[config.mk]
export PLATFORM = sky130hd
export DESIGN_NAME = ip_codma_rd_engine_flat
export DESIGN_NICKNAME = d
export VERILOG_FILES = /design/src/rtl/ip_codma_pkg.sv /design/src/rtl/ip_codma_rd_engine_if.sv /design/src/rtl/ip_codma_rd_watchdog.sv /design/src/rtl/ip_codma_rd_engine.sv /design/src/flat_wrapper.sv
export SDC_FILE = /design/constraint.sdc
export NUM_CORES = 1
export LEC_CHECK = 0
export BUFFER_PORTS_ARGS = -buffer_cell sky130_fd_sc_hd__buf_2
export CAP_MARGIN = 30
export CORE_ASPECT_RATIO = 0.8
export CORE_MARGIN = 3
export CORE_UTILIZATION = 58
export DETAILED_ROUTE_END_ITERATION = 8
export PLACE_DENSITY = 0.95
export SYNTH_ARGS = -nofsm -noshare
export SYNTH_HDL_FRONTEND = slang
export SYNTH_SLANG_ARGS = --single-unit
[constraint.sdc]
create_clock -name clk_i -period 5.9 [get_ports clk_i]
set_input_delay 0.59 -clock clk_i [delete_from_list [all_inputs] [get_ports clk_i]]
set_output_delay 0.59 -clock clk_i [all_outputs]
set_load 0.01 [all_outputs]
[src/rtl/ip_codma_pkg.sv]
// Shared types for the codma read path: engine state and error codes.
package ip_codma_pkg;

  typedef enum logic [2:0] {
    RD_IDLE = 3'd0,
    RD_REQ  = 3'd1,
    RD_DATA = 3'd2,
    RD_DONE = 3'd3,
    RD_ERR  = 3'd4
  } rd_eng_state_t;

  typedef enum logic [1:0] {
    RD_ERR_NONE    = 2'd0,
    RD_ERR_BUS     = 2'd1,
    RD_ERR_LEN     = 2'd2,
    RD_ERR_TIMEOUT = 2'd3
  } rd_err_t;

  // Words a beat contributes when `remaining` words are still outstanding.
  function automatic int rd_beat_take(input int remaining, input int beat_words);
    return (remaining < beat_words) ? remaining : beat_words;
  endfunction

endpackage

[src/rtl/ip_codma_rd_engine_if.sv]
// Memory-bus side of the codma read engine (engine = master, bus = slave).
interface ip_codma_rd_engine_if #(
  parameter int WORD_W     = 32,
  parameter int BEAT_WORDS = 2,
  parameter int MAX_WORDS  = 8
);
  localparam int CW = $clog2(MAX_WORDS + 1);

  // Handshake: req_o stays high until the cycle grant_i is seen; after that
  // every cycle with read_valid_i high delivers one beat (no backpressure).
  logic                         req_o;
  logic                         grant_i;
  logic [CW-1:0]                len_o;
  logic                         read_valid_i;
  logic [WORD_W*BEAT_WORDS-1:0] read_data_i;
  logic                         bus_error_i;

  modport master (
    output req_o, len_o,
    input  grant_i, read_valid_i, read_data_i, bus_error_i
  );

  modport slave (
    input  req_o, len_o,
    output grant_i, read_valid_i, read_data_i, bus_error_i
  );
endinterface

[src/rtl/ip_codma_rd_watchdog.sv]
// Stall counter for the read engine; expires after TIMEOUT_CYC idle cycles.
module ip_codma_rd_watchdog #(
  parameter  int TIMEOUT_CYC = 256,
  localparam int TW          = $clog2(TIMEOUT_CYC + 1)
) (
  input  logic clk_i,
  input  logic reset_i,
  input  logic clear_i,
  input  logic enable_i,
  output logic expired_o
);

  logic [TW-1:0] cnt_q, cnt_d;

  always_comb begin
    cnt_d = cnt_q;
    if (clear_i)       cnt_d = '0;
    else if (enable_i) cnt_d = cnt_q + 1'b1;
  end

  always_ff @(posedge clk_i) begin
    if (reset_i) cnt_q <= '0;
    else         cnt_q <= cnt_d;
  end

  // Count 0 is the first waiting cycle, so the last allowed one is TIMEOUT_CYC-1.
  assign expired_o = enable_i && (cnt_q == TW'(TIMEOUT_CYC - 1));

endmodule

[src/rtl/ip_codma_rd_engine.sv]
// codma read engine: variable-length multi-word read into a word buffer.
// Optional stall watchdog enabled by defining CODMA_RD_TIMEOUT_EN.
module ip_codma_rd_engine
  import ip_codma_pkg::*;
#(
  parameter  int WORD_W      = 32,
  parameter  int BEAT_WORDS  = 2,
  parameter  int MAX_WORDS   = 8,
  parameter  int TIMEOUT_CYC = 256,
  localparam int CW          = $clog2(MAX_WORDS + 1),
  localparam int AW          = (MAX_WORDS > 1) ? $clog2(MAX_WORDS) : 1
) (
  input  logic                              clk_i,
  input  logic                              reset_i,
  input  logic                              start_i,
  input  logic [CW-1:0]                     len_i,
  input  logic                              stop_i,
  ip_codma_rd_engine_if.master              bus,
  output logic [MAX_WORDS-1:0][WORD_W-1:0]  data_o,
  output logic                              busy_o,
  output logic                              done_o,
  output logic                              err_o,
  output logic [1:0]                        err_code_o,
  output rd_eng_state_t                     state_o,
  output logic [CW-1:0]                     count_o
);

  rd_eng_state_t                    state_q, state_d;
  logic [CW-1:0]                    len_q, len_d;
  logic [CW-1:0]                    cnt_q, cnt_d;
  logic [MAX_WORDS-1:0][WORD_W-1:0] data_q, data_d;
  logic                             err_q, err_d;
  rd_err_t                          code_q, code_d;
  logic                             wd_expired;

  logic len_ok;
  assign len_ok = (len_i != '0) && (int'(len_i) <= MAX_WORDS);

  always_comb begin
    int idx;
    int take;
    state_d = state_q;
    len_d   = len_q;
    cnt_d   = cnt_q;
    data_d  = data_q;
    err_d   = err_q;
    code_d  = code_q;
    idx     = 0;
    take    = 0;

    if (state_q != RD_IDLE && stop_i) begin
      state_d = RD_IDLE;
    end else if ((state_q == RD_REQ || state_q == RD_DATA) && bus.bus_error_i) begin
      state_d = RD_ERR;
      err_d   = 1'b1;
      code_d  = RD_ERR_BUS;
    end else begin
      unique case (state_q)
        RD_IDLE: begin
          if (start_i) begin
            if (len_ok) begin
              state_d = RD_REQ;
              len_d   = len_i;
              cnt_d   = '0;
              err_d   = 1'b0;
              code_d  = RD_ERR_NONE;
            end else begin
              state_d = RD_ERR;
              err_d   = 1'b1;
              code_d  = RD_ERR_LEN;
            end
          end
        end
        RD_REQ: begin
          if (bus.grant_i) begin
            state_d = RD_DATA;
          end else if (wd_expired) begin
            state_d = RD_ERR;
            err_d   = 1'b1;
            code_d  = RD_ERR_TIMEOUT;
          end
        end
        RD_DATA: begin
          if (bus.read_valid_i) begin
            // Words beyond the command length in a partial beat are dropped.
            for (int k = 0; k < BEAT_WORDS; k++) begin
              idx = int'(cnt_q) + k;
              if (idx < int'(len_q)) begin
                data_d[idx[AW-1:0]] = bus.read_data_i[k*WORD_W +: WORD_W];
              end
            end
            take  = rd_beat_take(int'(len_q) - int'(cnt_q), BEAT_WORDS);
            cnt_d = cnt_q + CW'(take);
            if (cnt_d == len_q) state_d = RD_DONE;
          end else if (wd_expired) begin
            state_d = RD_ERR;
            err_d   = 1'b1;
            code_d  = RD_ERR_TIMEOUT;
          end
        end
        RD_DONE: state_d = RD_IDLE;
        RD_ERR:  state_d = RD_IDLE;
        default: state_d = RD_IDLE;
      endcase
    end
  end

  always_ff @(posedge clk_i) begin
    if (reset_i) begin
      state_q <= RD_IDLE;
      len_q   <= '0;
      cnt_q   <= '0;
      data_q  <= '0;
      err_q   <= 1'b0;
      code_q  <= RD_ERR_NONE;
    end else begin
      state_q <= state_d;
      len_q   <= len_d;
      cnt_q   <= cnt_d;
      data_q  <= data_d;
      err_q   <= err_d;
      code_q  <= code_d;
    end
  end

`ifdef CODMA_RD_TIMEOUT_EN
  logic wd_clear, wd_enable;
  assign wd_enable = (state_q == RD_REQ) || (state_q == RD_DATA);
  assign wd_clear  = (state_q == RD_IDLE && start_i) ||
                     (state_q == RD_REQ  && bus.grant_i) ||
                     (state_q == RD_DATA && bus.read_valid_i);

  ip_codma_rd_watchdog #(.TIMEOUT_CYC(TIMEOUT_CYC)) u_watchdog (
    .clk_i     (clk_i),
    .reset_i   (reset_i),
    .clear_i   (wd_clear),
    .enable_i  (wd_enable),
    .expired_o (wd_expired)
  );
`else
  assign wd_expired = 1'b0;
`endif

  assign bus.req_o  = (state_q == RD_REQ);
  assign bus.len_o  = len_q;
  assign data_o     = data_q;
  assign busy_o     = (state_q != RD_IDLE);
  assign done_o     = (state_q == RD_DONE);
  assign err_o      = err_q;
  assign err_code_o = code_q;
  assign state_o    = state_q;
  assign count_o    = cnt_q;

endmodule

[src/flat_wrapper.sv]
// flat-port wrapper written by rule: the top's interface ports become plain ports
module ip_codma_rd_engine_flat import ip_codma_pkg::*;
#(
  parameter  int WORD_W      = 32,
  parameter  int BEAT_WORDS  = 2,
  parameter  int MAX_WORDS   = 8,
  parameter  int TIMEOUT_CYC = 256,
  localparam int CW          = $clog2(MAX_WORDS + 1),
  localparam int AW          = (MAX_WORDS > 1) ? $clog2(MAX_WORDS) : 1
)
  (clk_i, reset_i, start_i, len_i, stop_i, data_o, busy_o, done_o, err_o, err_code_o, state_o, count_o, bus_req_o, bus_len_o, bus_grant_i, bus_read_valid_i, bus_read_data_i, bus_bus_error_i);
  ip_codma_rd_engine_if #(.WORD_W(WORD_W), .BEAT_WORDS(BEAT_WORDS), .MAX_WORDS(MAX_WORDS)) bus_i ();
  input  logic clk_i;
  input  logic reset_i;
  input  logic start_i;
  input  logic [CW-1:0] len_i;
  input  logic stop_i;
  output logic [MAX_WORDS-1:0][WORD_W-1:0] data_o;
  output logic busy_o;
  output logic done_o;
  output logic err_o;
  output logic [1:0] err_code_o;
  output rd_eng_state_t state_o;
  output logic [CW-1:0] count_o;
  output wire logic [$bits(bus_i.req_o)-1:0] bus_req_o;
  output wire logic [$bits(bus_i.len_o)-1:0] bus_len_o;
  input wire logic [$bits(bus_i.grant_i)-1:0] bus_grant_i;
  input wire logic [$bits(bus_i.read_valid_i)-1:0] bus_read_valid_i;
  input wire logic [$bits(bus_i.read_data_i)-1:0] bus_read_data_i;
  input wire logic [$bits(bus_i.bus_error_i)-1:0] bus_bus_error_i;
  assign bus_req_o = bus_i.req_o;
  assign bus_len_o = bus_i.len_o;
  assign bus_i.grant_i = bus_grant_i;
  assign bus_i.read_valid_i = bus_read_valid_i;
  assign bus_i.read_data_i = bus_read_data_i;
  assign bus_i.bus_error_i = bus_bus_error_i;
  ip_codma_rd_engine #(.WORD_W(WORD_W), .BEAT_WORDS(BEAT_WORDS), .MAX_WORDS(MAX_WORDS), .TIMEOUT_CYC(TIMEOUT_CYC)) u_core (.clk_i(clk_i), .reset_i(reset_i), .start_i(start_i), .len_i(len_i), .stop_i(stop_i), .bus(bus_i), .data_o(data_o), .busy_o(busy_o), .done_o(done_o), .err_o(err_o), .err_code_o(err_code_o), .state_o(state_o), .count_o(count_o));
endmodule
==> impl_metrics.py <==
metrics = {
    "synth": {
        "yosysUniqueCellTypes": 60,
        "synth_seq_area_share": 0.406,
        "synthTopCellsByArea": "dfxtp_1 (41%), mux2i_1 (18%), a211oi_1 (10%)",
        "synth_warnings": 0,
        "ys_ff_latch": 270,
        "netlist.area_leader.share": 0.406,
        "syn_area_per_cell_um2": 9.40,
        "synthCells": 1416,
        "syn_nets": 1505,
        "syn-cell-area_um2": 13300,
        "yosys.area.top_type": "dfxtp_1",
    },
    "global_routing": {
        "track_usage": 0.320,
        "grt_pass1_vias": 11839,
        "grt.busiest_layer": "met2",
        "grt_max_degree": 149,
        "gr-usage-met3": 0.0784,
        "use_met1": 0.402,
        "grt_pass1_wl_um": 64900,
        "antenna_found_initial": 0,
        "overflow": 0,
        "grt_use_met2": 0.537,
    },
    "hold_path": {
        "min_from": "len_i[2]",
        "min_to": "u_core.bus.len_o[2]$_SDFFE_PP0P_",
        "hold_path.class": "in2reg",
        "holdPathStages": 3,
    },
    "timing": {
        "setup_violations": 0,
        "slew_violations": 0,
        "fin_crit_sh": 0.702,
        "finalCriticalPeriod_ps": 4140,
        "finalHoldViolations": 0,
        "slew_headroom": 0.295,
        "finClkSkew_ps": 10.5,
        "rsz0062_at_grt": "no",
        "tightest_slew_ps": 1060,
        "setup_slack_ps": 1760,
        "tns_ps": 0,
        "max_freq_mhz": 242,
    },
    "cells_and_area": {
        "fill_cells": 1612,
        "finish.instance_area_um2": 15700,
        "mostFrequentLayoutCells": "buf_2 (346), nor2_1 (288), dfxtp_1 (270)",
        "layout_commonest_cell": "buf_2",
        "drive_gt1_frac": 0.305,
        "area_growth_pct": 17.6,
        "fin_nets": 1727,
        "diodes": 0,
    },
    "routing": {
        "via_per_inst": 6.15,
        "drtIter0Drc": 1141,
        "post_drt_wl_per_cell_um": 21.1,
        "drc": 0,
        "firstDrtPassIters": 5,
        "vias": 12045,
        "ant_nets": 0,
        "totalWireLength_um": 41400,
    },
    "pwr": {
        "powerDensity_nw_per_um2": 247,
        "power_leakage_uw": 0.00689,
        "p_total_uw": 3860,
        "peakVddDrop_v": 0.000192,
    },
    "flow_run": {
        "maxCapViolCount": 0,
    },
    "cts": {
        "clock_latency_ps": 530,
        "hold_buffers": 0,
        "cts_max_level": 1,
        "cts_sinks": 270,
        "cts_made_buffers": 27,
        "path_clk_slew_ps": 60,
        "post-cts-setup-buffers": 0,
        "clockBufferDepth": 3,
        "cts_tree": "built",
        "root_buffer": "clkbuf_16",
        "cts_resized": 0,
    },
    "placed_design": {
        "placed_cell_area_um2": 14800,
        "globalplace.congestion": 0.872,
        "dp_slack_ps": 1810,
        "hpwl_um": 27300,
        "port_buffers": 347,
    },
    "floorplanning": {
        "rows": 48,
        "die_width_um": 175,
        "core_um2": 22000,
        "start_util": 0.604,
        "die_area_um2": 24800,
        "die_h_um": 142,
        "pin_count": 348,
    },
    "outcome": {
        "outcome": "complete, no violations",
    },
    "worst_setup_path": {
        "crit_path_end_kind": "register",
        "reg2reg_from": "u_core.count_o[0]$_SDFFE_PP0P_",
        "worstPathRequired_ps": 6320,
        "r2r_end": "u_core.data_o[77]$_SDFFE_PP0P_",
        "arrival_ps": 4560,
        "path_class": "reg2reg",
        "worstSetupStartpoint": "u_core.count_o[0]$_SDFFE_PP0P_",
        "worst_path_largest_cell_delay_ps": 770,
        "path_max_fanout": 32,
        "rrSetupSlack_ps": 1760,
        "ff2ff_path_depth": 10,
        "startpoint_type": "register",
        "critPathSlowestCell": "a21oi_4",
        "crit_top_cell": "ha_1",
        "crit_chain": "ha_1 -> ha_1 -> nor2b_1 -> o21a_1 -> o21ai_2 -> nand3_2 -> a21oi_4 -> buf_4 -> nor2_1 -> a211oi_1",
    },
}
==> final cells by class <==
class                      count  area [µm²]  area share
clock inverter                10        53.8     0.00344
inverter                      20        75.1     0.00479
tap                          300         375      0.0240
multi-input combinational    949        7050       0.450
sequential                   270        5410       0.345
timing repair buffer         370        1950       0.125
clock buffer                  40         744      0.0475
==> kinds of logic after synthesis <==
family | count (synthesis) | synth area share
and+or+nand+nor | 367 | 0.117
AOI/OAI and AO/OA | 312 | 0.203
DFF | 270 | 0.406
muxes | 246 | 0.185
buffers and inverters | 197 | 0.0672
adders and majority gates | 14 | 0.0143
xor gates and xnor gates | 10 | 0.00714
==> state kept, by name, summed over array words and instances (netlist names) <==
| signal | cells |
|---|---|
| u_core.bus.len_o | 4 |
| u_core.count_o | 4 |
| u_core.data_o | 256 |
| u_core.err_code_o | 2 |
| u_core.err_o | 1 |
| u_core.state_o | 3 |
==> synthesized netlist by cell type, drive strengths merged <==
cell / instances
a21oi: 22
a32oi: 2
fa: 2
nand3b: 3
xor2: 1
and3b: 1
and3: 3
nand4: 4
dfxtp: 270
a22oi: 4
o31ai: 1
and4: 1
a311oi: 6
nor4: 2
buf: 88
clkbuf: 89
or2: 2
a41o: 1
nor3b: 2
a31oi: 1
a21o: 2
a221oi: 6
nand3: 9
a211oi: 246
nor3: 6
xnor2: 9
o21a: 5
nand2b: 4
mux2i: 246
o221ai: 1
o22a: 2
a21bo: 2
nor2: 288
and2b: 2
o22ai: 1
o211ai: 2
o21ai: 8
ha: 12
and2: 2
nor2b: 8
nand2: 30
inv: 20
==> per-stage QoR <==
step	hold WS, ps	util	instances
floorplan	466	-	1416
global placement	438	0.672	1907
detailed placement	440	0.672	1907
CTS	296	0.708	1957
global route	306	0.710	1959
finish	317	0.710	1959
==> layer usage <==
layer / share of wire / vias to the layer above
li1: - / 5501
met1: 0.40 / 5725
met2: 0.47 / 675
met3: 0.096 / 144
met4: 0.037 / 0
met5: 0 / -
==> power by group <==
part	internal [µW]	switching, µW
clock network	874	707
registers	1840	15.9
logic	152	281
==> worst max path at each step <==
stage	slack [ps]	endpoint	depth (start not counted)
floorplan	2450	u_core.state_o[0]$_SDFFE_PP0P_	17
global placement	1940	u_core.data_o[28]$_SDFFE_PP0P_	10
detailed placement	1810	u_core.data_o[251]$_SDFFE_PP0P_	10
CTS	1770	u_core.data_o[246]$_SDFFE_PP0P_	10
global route	1430	u_core.data_o[19]$_SDFFE_PP0P_	10
finish	1760	u_core.data_o[77]$_SDFFE_PP0P_	10
==> critical path: cells and delay by family, from the launching register on <==
| family | cells | cell delay, ps |
|---|---|---|
| adders and majority gates | 2 | 950 |
| DFF | 1 | 620 |
| buffers and inverters | 1 | 450 |
| and+or+nand+nor | 3 | 410 |
| AOI/OAI and AO/OA | 4 | 1570 |
Note: power is estimated with default switching activity, not from simulation.
